`config.mk`:
```
export PLATFORM = sky130hd
export DESIGN_NAME = seg7_time_scanner_flat
export DESIGN_NICKNAME = d
export VERILOG_FILES = /design/src/rtl/seg7_pkg.sv /design/src/rtl/seg7_time_scanner_if.sv /design/src/rtl/bcd_to_7seg.sv /design/src/rtl/seg7_time_scanner.sv /design/src/flat_wrapper.sv
export SDC_FILE = /design/constraint.sdc
export NUM_CORES = 1
export LEC_CHECK = 0
export CORE_MARGIN = 1.5
export CORE_UTILIZATION = 44
export DETAILED_ROUTE_END_ITERATION = 16
export PLACE_DENSITY_LB_ADDON = 0.15
export SYNTH_ARGS = -nofsm -noshare
export SYNTH_HDL_FRONTEND = slang
export SYNTH_SLANG_ARGS = --single-unit
```
`constraint.sdc`:
```
create_clock -name clk -period 3 [get_ports clk]
set_clock_uncertainty 0.1 [all_clocks]
set_input_delay 0.6 -clock clk [delete_from_list [all_inputs] [get_ports clk]]
set_output_delay 0.6 -clock clk [all_outputs]
set_load 0.1 [all_outputs]
```
`src/rtl/seg7_pkg.sv`:
```
// Shared constants for the seven-segment time display: active-low segment
// patterns {g,f,e,d,c,b,a}, the digit index type and special digit positions.
package seg7_pkg;

   localparam logic [6:0] SEG_0   = 7'b1000000;
   localparam logic [6:0] SEG_1   = 7'b1111001;
   localparam logic [6:0] SEG_2   = 7'b0100100;
   localparam logic [6:0] SEG_3   = 7'b0110000;
   localparam logic [6:0] SEG_4   = 7'b0011001;
   localparam logic [6:0] SEG_5   = 7'b0010010;
   localparam logic [6:0] SEG_6   = 7'b0000010;
   localparam logic [6:0] SEG_7   = 7'b1111000;
   localparam logic [6:0] SEG_8   = 7'b0000000;
   localparam logic [6:0] SEG_9   = 7'b0010000;
   localparam logic [6:0] SEG_OFF = 7'b1111111;

   typedef logic [2:0] digit_idx_t;

   // Digits that carry the HH.MM.SS separator dots, and the hour-tens digit.
   localparam digit_idx_t COLON_DIGIT_LO = 3'd2;
   localparam digit_idx_t COLON_DIGIT_HI = 3'd4;
   localparam digit_idx_t LZ_DIGIT       = 3'd5;

endpackage

```
`src/rtl/seg7_time_scanner_if.sv`:
```
// BCD time digits and display controls from the counter chain to the scanner.
// The counters (master) drive every signal; the scanner (slave) only reads.
interface seg7_time_scanner_if;

   logic [3:0] right_sec;
   logic [3:0] left_sec;
   logic [3:0] right_min;
   logic [3:0] left_min;
   logic [3:0] right_hr;
   logic [3:0] left_hr;
   logic [5:0] blink_mask;
   logic       blink_tick;
   logic       lz_blank_en;
   logic       colon_en;

   modport master (
      output right_sec, left_sec, right_min, left_min, right_hr, left_hr,
      output blink_mask, blink_tick, lz_blank_en, colon_en
   );

   modport slave (
      input right_sec, left_sec, right_min, left_min, right_hr, left_hr,
      input blink_mask, blink_tick, lz_blank_en, colon_en
   );

endinterface

```
`src/rtl/bcd_to_7seg.sv`:
```
// Combinational BCD to active-low seven-segment decoder; codes 10-15 go dark
// so a transient pre-carry value never shows as a garbage glyph.
module bcd_to_7seg
   import seg7_pkg::*;
(
   input  logic [3:0] bcd,
   output logic [6:0] seg_n
);

   always_comb begin
      seg_n = SEG_OFF;
      case (bcd)
         4'd0: seg_n = SEG_0;
         4'd1: seg_n = SEG_1;
         4'd2: seg_n = SEG_2;
         4'd3: seg_n = SEG_3;
         4'd4: seg_n = SEG_4;
         4'd5: seg_n = SEG_5;
         4'd6: seg_n = SEG_6;
         4'd7: seg_n = SEG_7;
         4'd8: seg_n = SEG_8;
         4'd9: seg_n = SEG_9;
         default: seg_n = SEG_OFF;
      endcase
   end

endmodule

```
`src/rtl/seg7_time_scanner.sv`:
```
// Multiplexes six BCD time digits onto a common-anode display with blink,
// hour-tens leading-zero blanking and a short all-off gap between digits.
module seg7_time_scanner
   import seg7_pkg::*;
#(
   parameter int REFRESH_DIV  = 100000,
   parameter int BLANK_CYCLES = 16,
   parameter int NUM_DIGITS   = 6
) (
   input  logic                  clk,
   input  logic                  rst,
   seg7_time_scanner_if.slave    tif,
   output logic [NUM_DIGITS-1:0] an,
   output logic [6:0]            seg,
   output logic                  dp
);

   localparam int CW = (REFRESH_DIV > 1) ? $clog2(REFRESH_DIV) : 1;
   localparam logic [CW-1:0]         LAST_COUNT = CW'(REFRESH_DIV - 1);
   localparam logic [CW-1:0]         BLANK_END  = CW'(BLANK_CYCLES);
   localparam digit_idx_t            LAST_IDX   = digit_idx_t'(NUM_DIGITS - 1);
   localparam logic [NUM_DIGITS-1:0] AN_ONE     = NUM_DIGITS'(1);

   logic [CW-1:0]         count_q, count_d;
   digit_idx_t            idx_q, idx_d;
   logic                  phase_q, phase_d;
   logic [NUM_DIGITS-1:0] an_q, an_d;
   logic [6:0]            seg_q, seg_d;
   logic                  dp_q, dp_d;

   logic [3:0] digit_val;
   logic       blink_sel;
   logic [6:0] dec_seg;
   logic       slot_blank;
   logic       blink_blank;
   logic       lz_blank;

   always_comb begin
      digit_val = tif.left_hr;
      blink_sel = tif.blink_mask[5];
      case (idx_q)
         3'd0: begin digit_val = tif.right_sec; blink_sel = tif.blink_mask[0]; end
         3'd1: begin digit_val = tif.left_sec;  blink_sel = tif.blink_mask[1]; end
         3'd2: begin digit_val = tif.right_min; blink_sel = tif.blink_mask[2]; end
         3'd3: begin digit_val = tif.left_min;  blink_sel = tif.blink_mask[3]; end
         3'd4: begin digit_val = tif.right_hr;  blink_sel = tif.blink_mask[4]; end
         default: begin digit_val = tif.left_hr; blink_sel = tif.blink_mask[5]; end
      endcase
   end

   bcd_to_7seg u_dec (
      .bcd   (digit_val),
      .seg_n (dec_seg)
   );

   always_comb begin
      count_d = count_q + CW'(1);
      idx_d   = idx_q;
      if (count_q == LAST_COUNT) begin
         count_d = '0;
         idx_d   = (idx_q == LAST_IDX) ? '0 : idx_q + 3'd1;
      end
      // A tick on the advance cycle lands before the new slot's first output.
      phase_d = phase_q ^ tif.blink_tick;

      slot_blank  = (count_q < BLANK_END);
      blink_blank = phase_q & blink_sel;
      lz_blank    = tif.lz_blank_en && (idx_q == LZ_DIGIT) && (tif.left_hr == 4'd0);

      an_d  = slot_blank ? '1 : ~(AN_ONE << idx_q);
      seg_d = (slot_blank || blink_blank || lz_blank) ? SEG_OFF : dec_seg;
      dp_d  = !(tif.colon_en && ((idx_q == COLON_DIGIT_LO) || (idx_q == COLON_DIGIT_HI))
                && !slot_blank && !blink_blank);
   end

   always_ff @(posedge clk or posedge rst) begin
      if (rst) begin
         count_q <= '0;
         idx_q   <= '0;
         phase_q <= 1'b0;
         an_q    <= '1;
         seg_q   <= SEG_OFF;
         dp_q    <= 1'b1;
      end else begin
         count_q <= count_d;
         idx_q   <= idx_d;
         phase_q <= phase_d;
         an_q    <= an_d;
         seg_q   <= seg_d;
         dp_q    <= dp_d;
      end
   end

   assign an  = an_q;
   assign seg = seg_q;
   assign dp  = dp_q;

endmodule

```
`src/flat_wrapper.sv`:
```
// flat-port wrapper written by rule: the top's interface ports become plain ports
module seg7_time_scanner_flat import seg7_pkg::*;
#(
   parameter int REFRESH_DIV  = 100000,
   parameter int BLANK_CYCLES = 16,
   parameter int NUM_DIGITS   = 6
)
  (clk, rst, an, seg, dp, tif_right_sec, tif_left_sec, tif_right_min, tif_left_min, tif_right_hr, tif_left_hr, tif_blink_mask, tif_blink_tick, tif_lz_blank_en, tif_colon_en);
  seg7_time_scanner_if tif_i ();
  input  logic clk;
  input  logic rst;
  output logic [NUM_DIGITS-1:0] an;
  output logic [6:0] seg;
  output logic dp;
  input wire logic [$bits(tif_i.right_sec)-1:0] tif_right_sec;
  input wire logic [$bits(tif_i.left_sec)-1:0] tif_left_sec;
  input wire logic [$bits(tif_i.right_min)-1:0] tif_right_min;
  input wire logic [$bits(tif_i.left_min)-1:0] tif_left_min;
  input wire logic [$bits(tif_i.right_hr)-1:0] tif_right_hr;
  input wire logic [$bits(tif_i.left_hr)-1:0] tif_left_hr;
  input wire logic [$bits(tif_i.blink_mask)-1:0] tif_blink_mask;
  input wire logic [$bits(tif_i.blink_tick)-1:0] tif_blink_tick;
  input wire logic [$bits(tif_i.lz_blank_en)-1:0] tif_lz_blank_en;
  input wire logic [$bits(tif_i.colon_en)-1:0] tif_colon_en;
  assign tif_i.right_sec = tif_right_sec;
  assign tif_i.left_sec = tif_left_sec;
  assign tif_i.right_min = tif_right_min;
  assign tif_i.left_min = tif_left_min;
  assign tif_i.right_hr = tif_right_hr;
  assign tif_i.left_hr = tif_left_hr;
  assign tif_i.blink_mask = tif_blink_mask;
  assign tif_i.blink_tick = tif_blink_tick;
  assign tif_i.lz_blank_en = tif_lz_blank_en;
  assign tif_i.colon_en = tif_colon_en;
  seg7_time_scanner #(.REFRESH_DIV(REFRESH_DIV), .BLANK_CYCLES(BLANK_CYCLES), .NUM_DIGITS(NUM_DIGITS)) u_core (.clk(clk), .rst(rst), .tif(tif_i), .an(an), .seg(seg), .dp(dp));
endmodule
```
==> report_table.html, run 1 <==
<table>
<tr><th>Metric</th><th>Value</th></tr>
<tr><th colspan="2">Outcome</th></tr>
<tr><td>Run status</td><td>complete, no violations</td></tr>
<tr><th colspan="2">Critical path</th></tr>
<tr><td>Top cell by count, worst path</td><td>sky130_fd_sc_hd__ha_1</td></tr>
<tr><td>Delay contributed by the slowest stage of the critical path</td><td>530 ps</td></tr>
<tr><td>Highest-delay cell along the critical path</td><td>sky130_fd_sc_hd__dfrtp_1</td></tr>
<tr><td>CP Buf/Inv Count</td><td>1</td></tr>
<tr><td>WP data arrival</td><td>between 2000 and 3000 ps</td></tr>
<tr><td>Worst Setup Start Kind</td><td>flop</td></tr>
<tr><td>Type of the setup path with the least slack</td><td>flop to flop</td></tr>
<tr><td>Worst-path fanout max</td><td>10</td></tr>
<tr><td>Critical path cell sequence</td><td>and2_1 &gt; ha_1 &gt; nand2b_2 &gt; o211ai_1 &gt; o21ai_0 &gt; inv_1 &gt; ha_1 &gt; or3_1 &gt; a21o_1</td></tr>
<tr><td>Register-to-Register Path Depth</td><td>9</td></tr>
<tr><td>Top cell family by delay on the critical path</td><td>simple AND/OR/NAND/NOR gates</td></tr>
<tr><td>Total stage count of the critical path</td><td>9</td></tr>
<tr><td>Slack of the worst reg-to-reg path</td><td>between 400 and 500 ps</td></tr>
<tr><td>Sort of element at the end of the critical path</td><td>flop</td></tr>
<tr><td>Req. time, crit path</td><td>3120 ps</td></tr>
<tr><th colspan="2">Logic synthesis</th></tr>
<tr><td>Primary FF master, synth</td><td>sky130_fd_sc_hd__dfrtp_1</td></tr>
<tr><td>Share of the yosys chip area belonging to registers</td><td>45.9%</td></tr>
<tr><td>Fraction of registers with async set/reset</td><td>100%</td></tr>
<tr><td>Most common library cells after synthesis</td><td>sky130_fd_sc_hd__nand2_1 (25), sky130_fd_sc_hd__dfrtp_1 (21), sky130_fd_sc_hd__nor2_1 (15)</td></tr>
<tr><td>Cells after synthesis</td><td>around 190</td></tr>
<tr><td>Netlist cell types</td><td>51</td></tr>
<tr><td>Count of flip-flops with a built-in enable after synthesis</td><td>0</td></tr>
<tr><td>Synth top area cells</td><td>sky130_fd_sc_hd__dfrtp_1 (27%), sky130_fd_sc_hd__dfstp_2 (19%), sky130_fd_sc_hd__nand2_1 (4.8%)</td></tr>
<tr><td>Mapped Avg Cell Area</td><td>between 10 and 15 um2</td></tr>
<tr><td>Cell area after synthesis</td><td>between 1500 and 2000 um2</td></tr>
<tr><td>Yosys top cell area share</td><td>27.0%</td></tr>
<tr><td>Dominant cell by count in the synthesized netlist</td><td>sky130_fd_sc_hd__nand2_1</td></tr>
<tr><td>Number of flip-flops and latches in the synthesized netlist</td><td>35</td></tr>
<tr><td>Number of nets produced by synthesis</td><td>234</td></tr>
<tr><td>Cell accounting for the most synthesized area</td><td>sky130_fd_sc_hd__dfrtp_1</td></tr>
<tr><td>Total number of yosys warnings</td><td>0</td></tr>
<tr><th colspan="2">STA</th></tr>
<tr><td>Final critical-path required period</td><td>2560 ps</td></tr>
<tr><td>Tightest Pin Transition</td><td>557 ps</td></tr>
<tr><td>Setup TNS after final layout</td><td>0 ps</td></tr>
<tr><td>Worst slew slack as a fraction of its limit</td><td>about three fifths</td></tr>
<tr><td>RSZ-0062 raised after global routing</td><td>no</td></tr>
<tr><td>Maximum clock frequency</td><td>approximately 390 MHz</td></tr>
<tr><td>Ratio of final minimum period to clock period</td><td>85.3%</td></tr>
<tr><td>Final Max Tran Viols</td><td>0</td></tr>
<tr><td>Setup violations, final</td><td>0</td></tr>
<tr><td>Final hold viol count</td><td>0</td></tr>
<tr><th colspan="2">Finish</th></tr>
<tr><td>Total of fill cells in the finished design</td><td>364</td></tr>
<tr><td># diodes</td><td>0</td></tr>
<tr><td>Final Net Count</td><td>290</td></tr>
<tr><td>Number of standard cells in the layout, taps in and fillers out</td><td>301</td></tr>
<tr><td>Area Overhead vs Synth</td><td>31.3%</td></tr>
<tr><td>Layout Cell Area excl Fill</td><td>roughly 2600 um2</td></tr>
<tr><td>Fraction of layout cells with a size suffix above 1</td><td>a little over a fifth</td></tr>
<tr><th colspan="2">Drt</th></tr>
<tr><td>Vias per cell</td><td>around 5.4</td></tr>
<tr><td>Post-route ant nets</td><td>0</td></tr>
<tr><td>Detailed-router iteration count before antenna repair</td><td>4</td></tr>
<tr><td>Drt first-iter violations</td><td>110</td></tr>
<tr><td>Via count</td><td>1614</td></tr>
<tr><td>WL final</td><td>around 4300 um</td></tr>
<tr><td>Detail-routed net length per standard cell</td><td>14.4 um</td></tr>
<tr><td>DR DRC count</td><td>0</td></tr>
<tr><th colspan="2">Clocking</th></tr>
<tr><td>Post-CTS clock slew at the launch and capture registers of the worst setup and hold paths</td><td>70 ps</td></tr>
<tr><td>CTS resizes</td><td>0</td></tr>
<tr><td>Number of buffers created by CTS</td><td>5</td></tr>
<tr><td>Buffer levels on the longest clock path</td><td>2</td></tr>
<tr><td>Insertion delay of the later-clocked pin in the worst-skew pair</td><td>290 ps</td></tr>
<tr><td>Deepest level of the CTS H-tree</td><td>2</td></tr>
<tr><td>Num Clock Sinks</td><td>35</td></tr>
<tr><td>Clock tree from TritonCTS</td><td>built</td></tr>
<tr><td>Hold Buf Count CTS</td><td>0</td></tr>
<tr><td>CTS Root Cell</td><td>sky130_fd_sc_hd__clkbuf_8</td></tr>
<tr><td>Total setup buffers inserted after CTS</td><td>0</td></tr>
<tr><th colspan="2">Job</th></tr>
<tr><td>MaxCap Viol Count</td><td>0</td></tr>
<tr><th colspan="2">GRT</th></tr>
<tr><td>Overall track demand over capacity in global routing</td><td>20.2%</td></tr>
<tr><td>Global-route wire length before repair</td><td>7780 um</td></tr>
<tr><td>Vias in the first global route</td><td>approximately 1.6k</td></tr>
<tr><td>Remaining Overflow, GRT</td><td>0</td></tr>
<tr><td>Pin count of the biggest net entering global routing</td><td>36</td></tr>
<tr><td>Antenna violations before repair</td><td>0</td></tr>
<tr><th colspan="2">Floorplan</th></tr>
<tr><td>Core Rows</td><td>23</td></tr>
<tr><td>Number of placed I/O pins</td><td>49</td></tr>
<tr><td>DIE HEIGHT</td><td>69.5 um</td></tr>
<tr><td>Width of the die</td><td>69.5 um</td></tr>
<tr><td>Effective utilization at floorplan</td><td>47.2%</td></tr>
<tr><td>Die Footprint</td><td>4830 um2</td></tr>
<tr><td>Floorplan core area</td><td>roughly 4100 um2</td></tr>
<tr><th colspan="2">Power</th></tr>
<tr><td>Power Dens Cells</td><td>445 nW/um2</td></tr>
<tr><td>Worst IR Drop VDD</td><td>approximately 0.25 mV</td></tr>
<tr><td>Cell leakage power</td><td>1.09 nW</td></tr>
<tr><th colspan="2">Place</th></tr>
<tr><td>Dpl cell area</td><td>2470 um2</td></tr>
<tr><td>Final estimated routing congestion in global placement</td><td>0.876</td></tr>
<tr><td>Port Buffers</td><td>48</td></tr>
<tr><td>Estimated wirelength of the detail-placed design</td><td>between 3000 and 4000 um</td></tr>
<tr><td>Total placed cells including tap cells</td><td>293</td></tr>
<tr><th colspan="2">Hold path</th></tr>
<tr><td>Tightest Hold Check Type</td><td>flop to flop</td></tr>
<tr><td>WHS Path Cells</td><td>1</td></tr>
</table>
==> logic make-up (layout without fill, tap and decap cells) <==
| group | after synthesis | count (layout) | share of synthesized area, % |
|---|---|---|---|
| xor gates and xnor gates | 16 | 16 | 7.21 |
| DFF | 35 | 35 | 45.9 |
| and+or+nand+nor | 83 | 83 | 22.8 |
| muxes | 7 | 7 | 3.93 |
| AOI/OAI and AO/OA | 35 | 35 | 13.3 |
| buffers and inverters | 12 | 69 | 3.02 |
| adders and majority gates | 6 | 6 | 3.80 |
==> area by class of cell <==
type                    instances  area, um2  area share, %
multi-input cells             147        992           38.9
flip-flops and latches         35        893           35.0
repair buffers                 56        505           19.8
clock buffers                   7       76.3           2.99
well taps                      50       62.6           2.45
inverters                       5       18.8          0.735
clock inverters                 1       5.00          0.196
==> registers in the layout, summed over array words and instances, names as in the netlist <==
signal and flops:
u_core.idx_q 3, u_core.phase_q 1, u_core.count_q 17, u_core.seg 7, u_core.dp 1, u_core.an 6
==> worst reg2reg max path, stage by stage, from the launching register on <==
cell,delay (ps)
sky130_fd_sc_hd__dfrtp_1,530
sky130_fd_sc_hd__and2_1,180
sky130_fd_sc_hd__ha_1,360
sky130_fd_sc_hd__nand2b_2,280
sky130_fd_sc_hd__o211ai_1,110
sky130_fd_sc_hd__o21ai_0,120
sky130_fd_sc_hd__inv_1,70
sky130_fd_sc_hd__ha_1,210
sky130_fd_sc_hd__or3_1,370
sky130_fd_sc_hd__a21o_1,160
==> stage by stage <==
stage / power, mW / utilization [%] / hold WS [ps] / setup slack (ps)
global route: 1.19 / 62.1 / 411 / 203
global placement: 0.818 / 60.1 / 358 / 283
finish: 1.14 / 62.1 / 369 / 442
floorplan: 0.729 / - / 342 / 211
CTS: 1.15 / 62.1 / 376 / 454
detailed placement: 0.819 / 60.1 / 365 / 270
==> power by group <==
group / internal (mW) / leakage (nW) / total, mW / switching (mW)
clock network: 0.163 / 0.0422 / 0.327 / 0.164
registers: 0.509 / 0.424 / 0.517 / 0.00860
logic: 0.0980 / 0.626 / 0.292 / 0.194
==> cell usage in the layout (no fill, tap or decap), types with 7 or more instances in the layout <==
cell type,instances
sky130_fd_sc_hd__xor2_1,9
sky130_fd_sc_hd__dfstp_2,14
sky130_fd_sc_hd__nor2_1,15
sky130_fd_sc_hd__nand2_1,25
sky130_fd_sc_hd__clkdlybuf4s50_1,34
sky130_fd_sc_hd__buf_4,22
sky130_fd_sc_hd__nand3_1,9
sky130_fd_sc_hd__xnor2_1,7
sky130_fd_sc_hd__o21ai_0,11
sky130_fd_sc_hd__dfrtp_1,21
==> worst paths after layout <==
path	startpoint	end
max in group asynchronous	rst	u_core.dp
min in group asynchronous	rst	u_core.count_q[2]
max	u_core.idx_q[0]	u_core.seg[5]
min reg2reg	u_core.phase_q	u_core.phase_q
max reg2reg	u_core.idx_q[0]	u_core.seg[5]
min	u_core.phase_q	u_core.phase_q
==> metal layers <==
metal | track usage (%) | share of wire (%)
met1 | 28.4 | 48
met2 | 30.3 | 44
met3 | 5.09 | 6.1
met4 | 6.97 | 1.4
met5 | 0 | 0
(Power assumes the default switching activity.)
==> inputs of run 2 (changes only) <==
==> constraint.sdc (replaced) <==
create_clock -name clk -period 3 [get_ports clk]
set_clock_uncertainty 0.1 [all_clocks]
set_input_delay 0.45 -clock clk [delete_from_list [all_inputs] [get_ports clk]]
set_output_delay 0.45 -clock clk [all_outputs]
set_load 0.1 [all_outputs]
==> report_table.html, run 2 (synthesis results as in run 1) <==
<table>
<tr><th>Metric</th><th>Value</th></tr>
<tr><th colspan="2">Outcome</th></tr>
<tr><td>Run status</td><td>complete, no violations</td></tr>
<tr><th colspan="2">Hold path</th></tr>
<tr><td>Tightest Hold Check Type</td><td>flop to flop</td></tr>
<tr><th colspan="2">Drt</th></tr>
<tr><td>WL final</td><td>4480 um (+3.6%)</td></tr>
<tr><td>Detailed-router iteration count before antenna repair</td><td>4 (unchanged)</td></tr>
<tr><td>Drt first-iter violations</td><td>121 (+10%)</td></tr>
<tr><td>Vias per cell</td><td>5.45 (+1.5%)</td></tr>
<tr><td>Via count</td><td>1639 (+1.5%)</td></tr>
<tr><td>Detail-routed net length per standard cell</td><td>14.9 um (+3.6%)</td></tr>
<tr><td>Post-route ant nets</td><td>0 (unchanged)</td></tr>
<tr><td>DR DRC count</td><td>0 (unchanged)</td></tr>
<tr><th colspan="2">STA</th></tr>
<tr><td>Setup WS post-layout</td><td>447 ps (+5.32 ps)</td></tr>
<tr><td>Worst slew slack as a fraction of its limit</td><td>68.4% (+6.6 points)</td></tr>
<tr><td>Final hold viol count</td><td>0 (unchanged)</td></tr>
<tr><td>RSZ-0062 raised after global routing</td><td>no</td></tr>
<tr><td>Ratio of final minimum period to clock period</td><td>85.1% (-0.18 points)</td></tr>
<tr><td>Tightest Pin Transition</td><td>461 ps (-96.0 ps)</td></tr>
<tr><td>Final critical-path required period</td><td>2550 ps (-5.32 ps)</td></tr>
<tr><td>Setup TNS after final layout</td><td>0 ps (unchanged)</td></tr>
<tr><td>Setup violations, final</td><td>0 (unchanged)</td></tr>
<tr><td>Final Max Tran Viols</td><td>0 (unchanged)</td></tr>
<tr><td>Maximum clock frequency</td><td>392 MHz (+0.21%)</td></tr>
<tr><th colspan="2">GRT</th></tr>
<tr><td>Antenna violations before repair</td><td>0 (unchanged)</td></tr>
<tr><td>GR met2 Demand/Resource</td><td>31.4% (+1.1 points)</td></tr>
<tr><td>Pin count of the biggest net entering global routing</td><td>36 (unchanged)</td></tr>
<tr><td>Global routing usage on met3</td><td>6.98% (+1.9 points)</td></tr>
<tr><td>Overall track demand over capacity in global routing</td><td>20.3% (+0.10 points)</td></tr>
<tr><td>Global-route wire length before repair</td><td>7690 um (-1.2%)</td></tr>
<tr><td>Global routing usage on met1</td><td>26.5% (-1.8 points)</td></tr>
<tr><td>Busiest grt layer</td><td>met2</td></tr>
<tr><td>Remaining Overflow, GRT</td><td>0 (unchanged)</td></tr>
<tr><td>Vias in the first global route</td><td>1601 (-0.93%)</td></tr>
<tr><th colspan="2">Finish</th></tr>
<tr><td>Layout Cell Area excl Fill</td><td>2570 um2 (+0.54%)</td></tr>
<tr><td>Final Net Count</td><td>290 (unchanged)</td></tr>
<tr><td>Multi-input gate area in the final layout</td><td>992 um2 (unchanged)</td></tr>
<tr><td>Most frequent cells in the layout</td><td>sky130_fd_sc_hd__clkdlybuf4s50_1 (34), sky130_fd_sc_hd__nand2_1 (25), sky130_fd_sc_hd__buf_4 (22)</td></tr>
<tr><td>Fraction of layout cells with a size suffix above 1</td><td>21.9% (+0.40 points)</td></tr>
<tr><td>Total of fill cells in the finished design</td><td>362 (-0.55%)</td></tr>
<tr><td>Seq. cell area</td><td>893 um2 (unchanged)</td></tr>
<tr><td>Number of flip-flops in the largest register</td><td>17 (unchanged)</td></tr>
<tr><td># diodes</td><td>0 (unchanged)</td></tr>
<tr><td>Commonest non-fill, non-tap cell in the layout</td><td>sky130_fd_sc_hd__clkdlybuf4s50_1</td></tr>
<tr><td>Area Overhead vs Synth</td><td>32.0%</td></tr>
<tr><td>Post-layout utilization of the core</td><td>62.4% (+0.33 points)</td></tr>
<tr><td>Biggest register</td><td>u_core.count_q</td></tr>
<tr><th colspan="2">Critical path</th></tr>
<tr><td>Sort of element at the end of the critical path</td><td>flop</td></tr>
<tr><td>Worst-path fanout max</td><td>10 (unchanged)</td></tr>
<tr><td>Delay contributed by the slowest stage of the critical path</td><td>530 ps (about the same)</td></tr>
<tr><td>Highest-delay cell along the critical path</td><td>sky130_fd_sc_hd__dfrtp_1</td></tr>
<tr><td>Type of the setup path with the least slack</td><td>flop to flop</td></tr>
<tr><td>CP Buf/Inv Count</td><td>1 (unchanged)</td></tr>
<tr><td>Req. time, crit path</td><td>3120 ps (about the same)</td></tr>
<tr><td>Top cell by count, worst path</td><td>sky130_fd_sc_hd__ha_1</td></tr>
<tr><td>Worst Setup Start Kind</td><td>flop</td></tr>
<tr><td>Slack of the worst reg-to-reg path</td><td>450 ps (about the same)</td></tr>
<tr><td>WP data arrival</td><td>2680 ps (about the same)</td></tr>
<tr><td>Top cell family by delay on the critical path</td><td>simple AND/OR/NAND/NOR gates</td></tr>
<tr><td>Critical path cell sequence</td><td>and2_1 &gt; ha_1 &gt; nand2b_2 &gt; o211ai_1 &gt; o21ai_0 &gt; inv_1 &gt; ha_1 &gt; or3_1 &gt; a21o_1</td></tr>
<tr><th colspan="2">Clocking</th></tr>
<tr><td>Insertion delay of the later-clocked pin in the worst-skew pair</td><td>290 ps (about the same)</td></tr>
<tr><td>CTS Root Cell</td><td>sky130_fd_sc_hd__clkbuf_8</td></tr>
<tr><td>Post-CTS clock slew at the launch and capture registers of the worst setup and hold paths</td><td>70 ps (about the same)</td></tr>
<tr><td>CTS resizes</td><td>0 (unchanged)</td></tr>
<tr><td>Clock tree from TritonCTS</td><td>built</td></tr>
<tr><td>Buffer levels on the longest clock path</td><td>2 (unchanged)</td></tr>
<tr><td>Num Clock Sinks</td><td>35 (unchanged)</td></tr>
<tr><td>Total setup buffers inserted after CTS</td><td>0 (unchanged)</td></tr>
<tr><td>Number of buffers created by CTS</td><td>5 (unchanged)</td></tr>
<tr><td>Deepest level of the CTS H-tree</td><td>2 (unchanged)</td></tr>
<tr><td>Hold Buf Count CTS</td><td>0 (unchanged)</td></tr>
<tr><th colspan="2">Place</th></tr>
<tr><td>Estimated wirelength of the detail-placed design</td><td>3210 um (+2.8%)</td></tr>
<tr><td>Dpl cell area</td><td>2470 um2 (unchanged)</td></tr>
<tr><td>Worst-case setup slack after placement</td><td>429 ps (+159 ps)</td></tr>
<tr><td>Port Buffers</td><td>48 (unchanged)</td></tr>
<tr><td>Final estimated routing congestion in global placement</td><td>0.875 (-0.10%)</td></tr>
<tr><th colspan="2">Job</th></tr>
<tr><td>MaxCap Viol Count</td><td>0 (unchanged)</td></tr>
<tr><th colspan="2">Floorplan</th></tr>
<tr><td>Die Footprint</td><td>4830 um2 (unchanged)</td></tr>
<tr><td>Effective utilization at floorplan</td><td>47.2% (unchanged)</td></tr>
<tr><td>Floorplan core area</td><td>4120 um2 (unchanged)</td></tr>
<tr><td>DIE HEIGHT</td><td>69.5 um (unchanged)</td></tr>
<tr><td>Core Rows</td><td>23 (unchanged)</td></tr>
<tr><td>Width of the die</td><td>69.5 um (unchanged)</td></tr>
<tr><td>Number of placed I/O pins</td><td>49 (unchanged)</td></tr>
<tr><th colspan="2">Power</th></tr>
<tr><td>Power Dens Cells</td><td>458 nW/um2 (+2.9%)</td></tr>
<tr><td>Worst IR Drop VDD</td><td>0.444 mV (+77%)</td></tr>
<tr><td>Cell leakage power</td><td>1.10 nW (+0.57%)</td></tr>
</table>
==> run 2: power breakdown <==
| part | internal, mW | leakage (nW) | switching (mW) | total (mW) |
|---|---|---|---|---|
| combinational | 0.0981 | 0.626 | 0.194 | 0.292 |
| sequential | 0.509 | 0.424 | 0.00882 | 0.518 |
| clock | 0.188 | 0.0484 | 0.178 | 0.366 |
| total | 0.795 | 1.10 | 0.381 | 1.18 |
==> run 2: area by class of cell <==
| type | instances | area share, % |
|---|---|---|
| flip-flops and latches | 35 | 34.8 |
| clock buffers | 7 | 3.36 |
| repair buffers | 56 | 19.7 |
| well taps | 50 | 2.44 |
| clock inverters | 1 | 0.341 |
| inverters | 5 | 0.731 |
| multi-input cells | 147 | 38.6 |
==> run 2: path summary, 6_finish.rpt <==
check / start / endpoint / depth (start not counted)
setup / recovery: u_core.idx_q[0] / u_core.seg[5] / 9
hold / removal: u_core.phase_q / u_core.phase_q / 1
setup reg to reg: u_core.idx_q[0] / u_core.seg[5] / 9
hold reg to reg: u_core.phase_q / u_core.phase_q / 1
max in group asynchronous: rst / u_core.an[2] / 3
min in group asynchronous: rst / u_core.count_q[3] / 3
==> run 2: stage by stage <==
step / hold WS (ps) / std cells / power (mW)
floorplan: 342 / 194 / 0.729
global placement: 361 / 293 / 0.819
detailed placement: 362 / 293 / 0.820
CTS: 375 / 301 / 1.19
global route: 392 / 301 / 1.22
finish: 367 / 301 / 1.18
==> run 2: per-layer routing <==
metal	routed length, um	part of all wire [%]	up-vias
li1	-	-	803
met1	2090	47	779
met2	2020	45	52
met3	323	7.2	5
met4	51	1.1	0
met5	0	0	-
==> run 2: worst reg2reg max path, cell delays in order (launching register included) <==
cell                       delay [ps]
sky130_fd_sc_hd__dfrtp_1          530
sky130_fd_sc_hd__and2_1           180
sky130_fd_sc_hd__ha_1             360
sky130_fd_sc_hd__nand2b_2         280
sky130_fd_sc_hd__o211ai_1         120
sky130_fd_sc_hd__o21ai_0          120
sky130_fd_sc_hd__inv_1             70
sky130_fd_sc_hd__ha_1             210
sky130_fd_sc_hd__or3_1            370
sky130_fd_sc_hd__a21o_1           160
==> inputs of run 3 (changes only) <==
--- a/config.mk
+++ b/config.mk
@@ -6,9 +6,11 @@
 export NUM_CORES = 1
 export LEC_CHECK = 0
 export CORE_MARGIN = 1.5
-export CORE_UTILIZATION = 44
+export CORE_UTILIZATION = 45
 export DETAILED_ROUTE_END_ITERATION = 16
 export PLACE_DENSITY_LB_ADDON = 0.15
+export SLEW_MARGIN = 15
 export SYNTH_ARGS = -nofsm -noshare
 export SYNTH_HDL_FRONTEND = slang
+export SYNTH_HIERARCHICAL = 1
 export SYNTH_SLANG_ARGS = --single-unit
==> report_table.html, run 3 <==
<table>
<tr><th>Metric</th><th>Value</th></tr>
<tr><th colspan="2">Finish</th></tr>
<tr><td>Area Overhead vs Synth</td><td>29.6%</td></tr>
<tr><td>Multi-input gate area in the final layout</td><td>1070 um2 (+8.1%)</td></tr>
<tr><td>Post-layout utilization of the core</td><td>60.6% (-1.7 points)</td></tr>
<tr><td>Number of flip-flops in the largest register</td><td>17 (unchanged)</td></tr>
<tr><td>Final Net Count</td><td>302 (+4.1%)</td></tr>
<tr><td>Seq. cell area</td><td>893 um2 (unchanged)</td></tr>
<tr><td>Total of fill cells in the finished design</td><td>387 (+6.9%)</td></tr>
<tr><td>Most frequent cells in the layout</td><td>sky130_fd_sc_hd__clkdlybuf4s50_1 (34), sky130_fd_sc_hd__buf_4 (21), sky130_fd_sc_hd__dfrtp_1 (21)</td></tr>
<tr><td>Layout Cell Area excl Fill</td><td>2660 um2 (+3.6%)</td></tr>
<tr><td>Commonest non-fill, non-tap cell in the layout</td><td>sky130_fd_sc_hd__clkdlybuf4s50_1</td></tr>
<tr><td>Fraction of layout cells with a size suffix above 1</td><td>22.6% (+0.69 points)</td></tr>
<tr><td># diodes</td><td>0 (unchanged)</td></tr>
<tr><td>Biggest register</td><td>u_core/count_q</td></tr>
<tr><th colspan="2">Logic synthesis</th></tr>
<tr><td>Share of the yosys chip area belonging to registers</td><td>43.5% (-2.4 points)</td></tr>
<tr><td>Primary FF master, synth</td><td>sky130_fd_sc_hd__dfrtp_1</td></tr>
<tr><td>Fraction of registers with async set/reset</td><td>100% (unchanged)</td></tr>
<tr><td>Netlist cell types</td><td>43 (-16%)</td></tr>
<tr><td>Mapped Avg Cell Area</td><td>9.96 um2 (-0.61%)</td></tr>
<tr><td>Cell accounting for the most synthesized area</td><td>sky130_fd_sc_hd__dfrtp_1</td></tr>
<tr><td>Count of flip-flops with a built-in enable after synthesis</td><td>0 (unchanged)</td></tr>
<tr><td>Synth Area in Compound Gates</td><td>9.70% (-3.6 points)</td></tr>
<tr><td>Yosys top cell area share</td><td>25.6% (-1.4 points)</td></tr>
<tr><td>Fraction of the mapped netlist area in simple logic gates</td><td>27.1% (+4.2 points)</td></tr>
<tr><td>Combinational family with the most area after synthesis</td><td>simple AND/OR/NAND/NOR gates</td></tr>
<tr><td>Most common library cells after synthesis</td><td>sky130_fd_sc_hd__dfrtp_1 (21), sky130_fd_sc_hd__nand2_1 (20), sky130_fd_sc_hd__nor2_1 (20)</td></tr>
<tr><td>Mux share of post-synthesis cell area</td><td>3.17% (-0.75 points)</td></tr>
<tr><td>Total number of yosys warnings</td><td>6 (+6)</td></tr>
<tr><td>Xor/xnor cell area share of the yosys netlist</td><td>8.05% (+0.84 points)</td></tr>
<tr><td>Number of flip-flops and latches in the synthesized netlist</td><td>35 (unchanged)</td></tr>
<tr><td>Adder-Cell Fraction of Synth Area</td><td>4.27% (+0.47 points)</td></tr>
<tr><td>Number of nets produced by synthesis</td><td>248 (+6.0%)</td></tr>
<tr><td>Cell area after synthesis</td><td>2050 um2 (+5.5%)</td></tr>
<tr><td>Dominant cell by count in the synthesized netlist</td><td>sky130_fd_sc_hd__dfrtp_1</td></tr>
<tr><td>Cells after synthesis</td><td>206 (+6.2%)</td></tr>
<tr><td>Synth top area cells</td><td>sky130_fd_sc_hd__dfrtp_1 (26%), sky130_fd_sc_hd__dfstp_2 (18%), sky130_fd_sc_hd__xnor2_1 (5.1%)</td></tr>
<tr><th colspan="2">STA</th></tr>
<tr><td>Setup violations, final</td><td>0 (unchanged)</td></tr>
<tr><td>Setup TNS after final layout</td><td>0 ps (unchanged)</td></tr>
<tr><td>Worst slew slack as a fraction of its limit</td><td>66.4% (-2.0 points)</td></tr>
<tr><td>Maximum clock frequency</td><td>397 MHz (+1.4%)</td></tr>
<tr><td>RSZ-0062 raised after global routing</td><td>no</td></tr>
<tr><td>Post-Route Hold Slack</td><td>399 ps (+32.1 ps)</td></tr>
<tr><td>Final hold viol count</td><td>0 (unchanged)</td></tr>
<tr><td>Final Max Tran Viols</td><td>0 (unchanged)</td></tr>
<tr><td>Tightest Pin Transition</td><td>504 ps (+42.9 ps)</td></tr>
<tr><td>Setup WS post-layout</td><td>482 ps (+34.4 ps)</td></tr>
<tr><td>Final critical-path required period</td><td>2520 ps (-34.4 ps)</td></tr>
<tr><td>Ratio of final minimum period to clock period</td><td>83.9% (-1.1 points)</td></tr>
<tr><th colspan="2">Critical path</th></tr>
<tr><td>Req. time, crit path</td><td>3100 ps (-20 ps)</td></tr>
<tr><td>Worst Setup Start Kind</td><td>flop</td></tr>
<tr><td>End of the worst register-to-register path</td><td>u_core/seg[3]</td></tr>
<tr><td>Start point of the critical path</td><td>u_core/idx_q[0]</td></tr>
<tr><td>Origin of the critical flop-to-flop path</td><td>u_core/idx_q[0]</td></tr>
<tr><td>Sort of element at the end of the critical path</td><td>flop</td></tr>
<tr><td>Crit path to</td><td>u_core/seg[3]</td></tr>
<tr><td>Worst-path fanout max</td><td>14 (+4)</td></tr>
<tr><td>WP data arrival</td><td>2620 ps (-60 ps)</td></tr>
<tr><td>Slack of the worst reg-to-reg path</td><td>480 ps (+30 ps)</td></tr>
<tr><td>Type of the setup path with the least slack</td><td>flop to flop</td></tr>
<tr><td>Register-to-Register Path Depth</td><td>11 (+2)</td></tr>
<tr><th colspan="2">GRT</th></tr>
<tr><td>Antenna violations before repair</td><td>0 (unchanged)</td></tr>
<tr><td>Vias in the first global route</td><td>1675 (+4.6%)</td></tr>
<tr><td>Overall track demand over capacity in global routing</td><td>19.1% (-1.2 points)</td></tr>
<tr><td>Remaining Overflow, GRT</td><td>0 (unchanged)</td></tr>
<tr><td>Global-route wire length before repair</td><td>7530 um (-2.0%)</td></tr>
<tr><td>Pin count of the biggest net entering global routing</td><td>36 (unchanged)</td></tr>
<tr><th colspan="2">Floorplan</th></tr>
<tr><td>Width of the die</td><td>70.5 um (+1.5%)</td></tr>
<tr><td>DIE HEIGHT</td><td>70.5 um (+1.5%)</td></tr>
<tr><td>Effective utilization at floorplan</td><td>46.8% (-0.44 points)</td></tr>
<tr><td>Number of placed I/O pins</td><td>49 (unchanged)</td></tr>
<tr><td>Core Rows</td><td>24 (+4.3%)</td></tr>
<tr><td>Die Footprint</td><td>4970 um2 (+3.0%)</td></tr>
<tr><td>Floorplan core area</td><td>4380 um2 (+6.5%)</td></tr>
<tr><th colspan="2">Hold path</th></tr>
<tr><td>Worst hold path startpoint</td><td>u_core/idx_q[1]</td></tr>
<tr><td>Tightest Hold Check Type</td><td>flop to flop</td></tr>
<tr><th colspan="2">Clocking</th></tr>
<tr><td>Clock tree from TritonCTS</td><td>built</td></tr>
<tr><td>Number of buffers created by CTS</td><td>5 (unchanged)</td></tr>
<tr><td>Total setup buffers inserted after CTS</td><td>0 (unchanged)</td></tr>
<tr><td>CTS resizes</td><td>0 (unchanged)</td></tr>
<tr><td>Deepest level of the CTS H-tree</td><td>2 (unchanged)</td></tr>
<tr><td>Hold Buf Count CTS</td><td>0 (unchanged)</td></tr>
<tr><td>Num Clock Sinks</td><td>35 (unchanged)</td></tr>
<tr><td>CTS Root Cell</td><td>sky130_fd_sc_hd__clkbuf_8</td></tr>
<tr><td>Post-CTS clock slew at the launch and capture registers of the worst setup and hold paths</td><td>70 ps (about the same)</td></tr>
<tr><td>Buffer levels on the longest clock path</td><td>2 (unchanged)</td></tr>
<tr><td>Insertion delay of the later-clocked pin in the worst-skew pair</td><td>280 ps (about the same)</td></tr>
<tr><th colspan="2">Drt</th></tr>
<tr><td>Detailed-router iteration count before antenna repair</td><td>5 (+1)</td></tr>
<tr><td>WL final</td><td>4340 um (-3.1%)</td></tr>
<tr><td>Drt first-iter violations</td><td>85 (-30%)</td></tr>
<tr><td>Detail-routed net length per standard cell</td><td>13.9 um (-6.8%)</td></tr>
<tr><td>Post-route ant nets</td><td>0 (unchanged)</td></tr>
<tr><td>Via count</td><td>1629 (-0.61%)</td></tr>
<tr><td>Vias per cell</td><td>5.20 (-4.4%)</td></tr>
<tr><td>DR DRC count</td><td>0 (unchanged)</td></tr>
<tr><th colspan="2">Place</th></tr>
<tr><td>Worst-case setup slack after placement</td><td>369 ps (-60.1 ps)</td></tr>
<tr><td>Port Buffers</td><td>48 (unchanged)</td></tr>
<tr><td>Dpl cell area</td><td>2560 um2 (+3.5%)</td></tr>
<tr><td>Final estimated routing congestion in global placement</td><td>0.873 (-0.16%)</td></tr>
<tr><td>Estimated wirelength of the detail-placed design</td><td>3180 um (-0.92%)</td></tr>
<tr><th colspan="2">Power</th></tr>
<tr><td>Worst IR Drop VDD</td><td>0.277 mV (-38%)</td></tr>
<tr><td>Power Dens Cells</td><td>445 nW/um2 (-2.7%)</td></tr>
<tr><td>Cell leakage power</td><td>1.14 nW (+3.7%)</td></tr>
<tr><th colspan="2">Job</th></tr>
<tr><td>MaxCap Viol Count</td><td>0 (unchanged)</td></tr>
<tr><th colspan="2">Outcome</th></tr>
<tr><td>Run status</td><td>complete, no violations</td></tr>
</table>
## run 3: cell families (layout without fill, tap and decap cells)
kind of cell,after synthesis,count (layout)
xor+xnor,18,18
flops,35,35
fa+ha+maj,7,7
mux,6,6
simple gates,93,93
compound gates,31,31
buf+inv,16,71
## run 3: per-stage QoR
stage | std cells | total power [mW]
2_1_floorplan | 206 | 0.735
3_3_place_gp | 305 | 0.824
3_5_place_dp | 305 | 0.826
4_1_cts | 313 | 1.20
5_1_grt | 313 | 1.24
6_report | 313 | 1.18
## run 3: worst min-delay path by stage
stage | slack, ps | depth (start not counted) | end
6_report | 400 | 1 | u_core/idx_q[1]
5_1_grt | 430 | 1 | u_core/count_q[8]
4_1_cts | 400 | 1 | u_core/idx_q[1]
3_5_place_dp | 390 | 1 | u_core/idx_q[1]
3_3_place_gp | 370 | 1 | u_core/idx_q[1]
2_1_floorplan | 370 | 1 | u_core/count_q[0]
## run 3: cell type report
class | count | share of cell area (%)
Timing Repair Buffer | 55 | 18.7
Sequential cell | 35 | 33.6
Clock buffer | 8 | 3.76
Inverter | 8 | 1.13
Tap cell | 52 | 2.45
Multi-Input combinational cell | 155 | 40.3
## run 3: critical path, stage by stage (launching register included)
cell                       delay (ps)
sky130_fd_sc_hd__dfrtp_1          340
sky130_fd_sc_hd__buf_4            210
sky130_fd_sc_hd__nor2b_1          250
sky130_fd_sc_hd__and2_1           250
sky130_fd_sc_hd__a22oi_1          110
sky130_fd_sc_hd__a31oi_1          240
sky130_fd_sc_hd__inv_1            130
sky130_fd_sc_hd__ha_1             200
sky130_fd_sc_hd__or2_1            230
sky130_fd_sc_hd__a21oi_1          160
sky130_fd_sc_hd__nor2_1            50
sky130_fd_sc_hd__nand3b_1         160
## run 3: metal layers
| metal | vias up | track usage, % | routed length, um |
|---|---|---|---|
| li1 | 833 | - | - |
| met1 | 753 | 23.8 | 2020 |
| met2 | 39 | 32.3 | 2000 |
| met3 | 4 | 4.76 | 271 |
| met4 | 0 | 6.84 | 43 |
| met5 | - | 0 | 0 |
## run 3: power by group
part | internal, mW | total, mW | switching [mW]
Combinational | 0.0966 | 0.295 | 0.198
Sequential | 0.508 | 0.523 | 0.0146
Clock | 0.209 | 0.366 | 0.157
Total | 0.814 | 1.18 | 0.370
